`src/rtl/hps_node_capture.sv`:
```
// rtl/hps_node_capture.sv - HPS bus snooper capturing node records after a trigger read
// Watches qualifying bus reads, fills a flat MSB-first record buffer and reports end-of-capture status.
module hps_node_capture #(
  parameter int                DATA_W        = 16,
  parameter int                ADDR_W        = 16,
  parameter int                WORDS_PER_REC = 17,
  parameter int                NUM_REC       = 2,
  parameter logic [ADDR_W-1:0] TRIGGER_ADDR  = 16'h0398,
  parameter logic [ADDR_W-1:0] BASE_ADDR     = 16'h0800,
  parameter logic [DATA_W-1:0] TERMINATOR    = 16'hFFFF,
  parameter int                TIMEOUT_CYC   = 4096
) (
  input  logic                                       clk,
  input  logic                                       reset_n,
  input  logic                                       io_enable,
  input  logic                                       write_enable,
  input  logic [ADDR_W-1:0]                          address,
  input  logic [DATA_W-1:0]                          readdata,
  input  logic                                       cancel,
  output logic [NUM_REC*WORDS_PER_REC*DATA_W-1:0]    records,
  output logic [NUM_REC-1:0]                         rec_valid,
  output logic                                       busy,
  output logic                                       done,
  output logic [1:0]                                 status
);

  localparam int N     = NUM_REC * WORDS_PER_REC;
  localparam int IW    = ADDR_W - 1;
  localparam int CNT_W = (TIMEOUT_CYC > 1) ? $clog2(TIMEOUT_CYC) : 1;
  localparam logic [CNT_W-1:0] CNT_LAST = CNT_W'(TIMEOUT_CYC - 1);

  localparam logic [1:0] ST_IDLE    = 2'd0;
  localparam logic [1:0] ST_CAPTURE = 2'd1;
  localparam logic [1:0] ST_DONE    = 2'd2;

  localparam logic [1:0] STAT_NONE     = 2'b00;
  localparam logic [1:0] STAT_COMPLETE = 2'b01;
  localparam logic [1:0] STAT_TERM     = 2'b10;
  localparam logic [1:0] STAT_ABORT    = 2'b11;

  logic [1:0]          state_q, state_d;
  logic [N*DATA_W-1:0] records_q, records_d;
  logic [N-1:0]        mask_q, mask_d;
  logic [NUM_REC-1:0]  rec_valid_q, rec_valid_d;
  logic [1:0]          status_q, status_d;
  logic [CNT_W-1:0]    cnt_q, cnt_d;

  logic          qual_rd;
  logic          trig;
  logic          in_win;
  logic [IW-1:0] idx;
  logic          start;

  // Word index wraps on underflow, so addresses below the base fall out of the window.
  assign idx     = address[ADDR_W-1:1] - BASE_ADDR[ADDR_W-1:1];
  assign in_win  = ({1'b0, idx} < ADDR_W'(N));
  assign qual_rd = !write_enable && !io_enable;
  assign trig    = qual_rd && (address[ADDR_W-1:1] == TRIGGER_ADDR[ADDR_W-1:1]);

  always_comb begin
    state_d     = state_q;
    records_d   = records_q;
    mask_d      = mask_q;
    rec_valid_d = rec_valid_q;
    status_d    = status_q;
    cnt_d       = cnt_q;
    start       = 1'b0;

    case (state_q)
      ST_IDLE: begin
        if (trig) start = 1'b1;
      end
      ST_CAPTURE: begin
        if (cancel) begin
          status_d = STAT_ABORT;
          state_d  = ST_DONE;
        end else if (qual_rd && in_win && (readdata == TERMINATOR)) begin
          status_d = STAT_TERM;
          state_d  = ST_DONE;
        end else if (qual_rd && in_win) begin
          for (int s = 0; s < N; s++) begin
            if (idx == IW'(s)) begin
              records_d[(N-s)*DATA_W-1 -: DATA_W] = readdata;
              mask_d[s] = 1'b1;
            end
          end
          cnt_d = '0;
          // Completion follows the last address, even if earlier slots were skipped.
          if (idx == IW'(N-1)) begin
            status_d = STAT_COMPLETE;
            state_d  = ST_DONE;
          end
        end else if (in_win) begin
          cnt_d = '0;
        end else if ((TIMEOUT_CYC != 0) && (cnt_q == CNT_LAST)) begin
          status_d = STAT_ABORT;
          state_d  = ST_DONE;
        end else begin
          cnt_d = cnt_q + 1'b1;
        end
      end
      ST_DONE: begin
        state_d = ST_IDLE;
        if (trig) start = 1'b1;
      end
      default: state_d = ST_IDLE;
    endcase

    // Record flags are latched on entry to DONE so they appear alongside the done pulse.
    if ((state_q == ST_CAPTURE) && (state_d == ST_DONE)) begin
      for (int k = 0; k < NUM_REC; k++) begin
        rec_valid_d[k] = &mask_d[k*WORDS_PER_REC +: WORDS_PER_REC];
      end
    end

    if (start) begin
      state_d     = ST_CAPTURE;
      records_d   = '0;
      mask_d      = '0;
      rec_valid_d = '0;
      status_d    = STAT_NONE;
      cnt_d       = '0;
    end
  end

  always_ff @(posedge clk) begin
    if (!reset_n) begin
      state_q     <= ST_IDLE;
      records_q   <= '0;
      mask_q      <= '0;
      rec_valid_q <= '0;
      status_q    <= STAT_NONE;
      cnt_q       <= '0;
    end else begin
      state_q     <= state_d;
      records_q   <= records_d;
      mask_q      <= mask_d;
      rec_valid_q <= rec_valid_d;
      status_q    <= status_d;
      cnt_q       <= cnt_d;
    end
  end

  assign records   = records_q;
  assign rec_valid = rec_valid_q;
  assign status    = status_q;
  assign busy      = (state_q == ST_CAPTURE);
  assign done      = (state_q == ST_DONE);

endmodule
```
`config.mk`:
```
export PLATFORM = sky130hd
export DESIGN_NAME = hps_node_capture
export DESIGN_NICKNAME = d
export VERILOG_FILES = /design/src/rtl/hps_node_capture.sv
export SDC_FILE = /design/constraint.sdc
export NUM_CORES = 1
export LEC_CHECK = 0
export BUFFER_PORTS_ARGS = -buffer_cell sky130_fd_sc_hd__buf_2
export CORE_ASPECT_RATIO = 0.8
export CORE_MARGIN = 5
export CORE_UTILIZATION = 25
export CTS_CLUSTER_SIZE = 30
export DETAILED_ROUTE_END_ITERATION = 7
export GPL_ROUTABILITY_DRIVEN = 1
export HOLD_SLACK_MARGIN = 0.02
export PLACE_DENSITY_LB_ADDON = 0.3
export SETUP_SLACK_MARGIN = 0.3
export SLEW_MARGIN = 20
export SYNTH_ARGS = -nofsm -noshare
export SYNTH_HDL_FRONTEND = slang
export SYNTH_SLANG_ARGS = --single-unit
```
`constraint.sdc`:
```
create_clock -name clk -period 4.7 [get_ports clk]
set_input_delay 0.94 -clock clk [delete_from_list [all_inputs] [get_ports clk]]
set_output_delay 0.94 -clock clk [all_outputs]
set_load 0.005 [all_outputs]
```
==> out/metrics.cfg <==
[clocking]
post-cts-setup-buffer-count=0
clk_latency_ns=0.61
clock_path_buffers=3
clkTransAtPathRegs_ns=0.06
numCtsBuffers=69
htreeDepth=3
clock-sinks=596
tritoncts=built
root_buffer=clkbuf_16
cts_hold_buf=0
cts_resized=0

[pwr]
ir_drop_uv=209
p_leak_nw=11.2
p_per_area_nw_per_um2=383

[timing]
max_freq_mhz=286
slew_viol_final=0
hold_violations=0
fin_crit_sh_pct=74.3
clock_skew_ns=0.0142
setup_viol=0
min_period_ns=3.49
finalSetupTns_ns=0
max_slew_margin_pct=32.0
worst_pin_slew_ns=1.01
grt_setup_unrepaired=false

[yosys]
ys_ff_latch=596
synth_edf_count=0
synth_ff_type=dfxtp_1
syn_inst=2769
netlist_top_cells_count=nand2_1, dfxtp_1, a21oi_1
synth_top_area_cell=dfxtp_1
synth.top_cell.area_share_pct=55.1
async_flop_share_pct=0
synth_area_um2=21600
yosysMostFrequentCell=nand2_1
syn_avg_cell_area_um2=7.81
synth.distinct_cells=58
yosysWarnings=0
synthTopCellsByArea=dfxtp_1, nand2_1, a21oi_1
synth_nets=2810
synth_seq_area_share_pct=55.1

[placement]
portBuffers=585
place_congestion=0.794
hpwlAfterDp_um=61100

[hold_path]
hp-class=reg2reg
min_from=records[131]
hold_depth=2
min_to=records[131]

[die]
die_area_um2=92600
io_pins=587
dieHeight_um=273
initial_utilization_pct=25.2
die_x_um=339
row_count=96
core_area_um2=85800

[final_layout]
finish.utilization_pct=32.8
syn_to_final_growth_pct=30.2
fin_nets=3336
drive_gt1_share_pct=25.0

[global_routing]
grt_max_degree=126
track_usage_pct=19.2
gr-total-overflow=0
antenna_found_initial=7
grt_pass1_wl_um=135000
grt_pass1_vias=19300

[drt]
vias_per_cell=4.64
drc=0
routed_wl_um=93600
wl_per_cell_um=20.9
vias=20700
drt_pass1_iterations=5
first_iter_violations=1466
ant_nets=0

[worst_setup_path]
r2r_slack_ns=1.85
cp_data_arrival_time_ns=4.03
cp-start-kind=primary input
r2r_end=rec_valid[0]
critical_path_class=in2reg
worst-r2r-cell-count=8
cp-end-kind=flip-flop
r2r-start=state_q[0]
cp-startpoint=address[11]
critPathMaxFanout=16
critPathRequiredTime_ns=5.23

[run]
maxCapViolations=0

[status]
outcome=complete, no violations

==> critical path: stages <==
cell	delay [ns]
buf_2	0.13
inv_1	0.07
ha_1	0.27
and3b_1	0.22
nand3_4	0.15
nor4_4	0.92
nand3_4	0.44
nor3_4	0.29
buf_4	0.30
nand2_1	0.08
a21oi_1	0.18
==> per-layer routing <==
layer / track usage [%] / up-vias / part of all wire (%)
met5: 0 / - / 0.070
met4: 5.06 / 10 / 2.5
met3: 5.03 / 144 / 7.3
met2: 30.7 / 696 / 46
met1: 25.8 / 9874 / 44
li1: - / 10000 / -
==> placed cells by master, fill, tap and decap left out, types with 11 or more instances in the layout <==
| cell | n |
|---|---|
| a21oi_1 | 566 |
| buf_2 | 585 |
| buf_4 | 92 |
| clkbuf_1 | 14 |
| clkbuf_16 | 71 |
| clkbuf_8 | 12 |
| dfxtp_1 | 596 |
| nand2_1 | 1129 |
| nand3_1 | 16 |
| nand4_1 | 12 |
| nor2_1 | 64 |
| nor4_1 | 11 |
==> cells by family after synthesis <==
kind of cell | share of synthesized area (%)
AOI/OAI and AO/OA | 14.2
xor gates and xnor gates | 0.405
adders and majority gates | 0.231
buffers and inverters | 4.42
DFF | 55.1
and+or+nand+nor | 25.6
==> flip-flops by register name, summed over array words and instances (netlist names) <==
signal and cells:
mask_q 34, rec_valid 2, state_q 2, status 2, records 544, cnt_q 12
==> through the flow <==
stage	hold slack [ns]	std cells	power (mW)	setup WS, ns	instance area, um2
floorplan	0.420	2769	5.33	1.47	21600
global placement	0.432	4350	5.51	-0.266	25900
detailed placement	0.439	4351	5.52	0.603	25900
CTS	0.446	4474	11.0	1.25	28200
global route	0.462	4475	11.1	0.941	28200
finish	0.445	4475	10.8	1.21	28200
==> power breakdown <==
group | switching (mW) | internal [mW]
Clock | 2.25 | 3.15
Combinational | 0.298 | 0.0537
Sequential | 0.000000268 | 5.05
Total | 2.54 | 8.25
==> final cells by class <==
class,instances,area (um2)
antenna,1,2.50
timing repair buffer,683,3730
inverter,8,30.0
sequential,596,11900
tap,1127,1410
clock buffer,97,1990
multi-input combinational,1937,8800
clock inverter,26,265
fill,9091,57600
==> worst max path at each step <==
stage,slack [ns],endpoint,cells past startpoint
after floorplan,1.47,records[272],10
after global placement,-0.27,records[122],8
after detailed placement,0.60,records[198],9
after CTS,1.25,records[223],9
after global routing,0.94,records[207],9
final,1.21,records[198],11
Note: power is estimated with default switching activity, not from simulation.
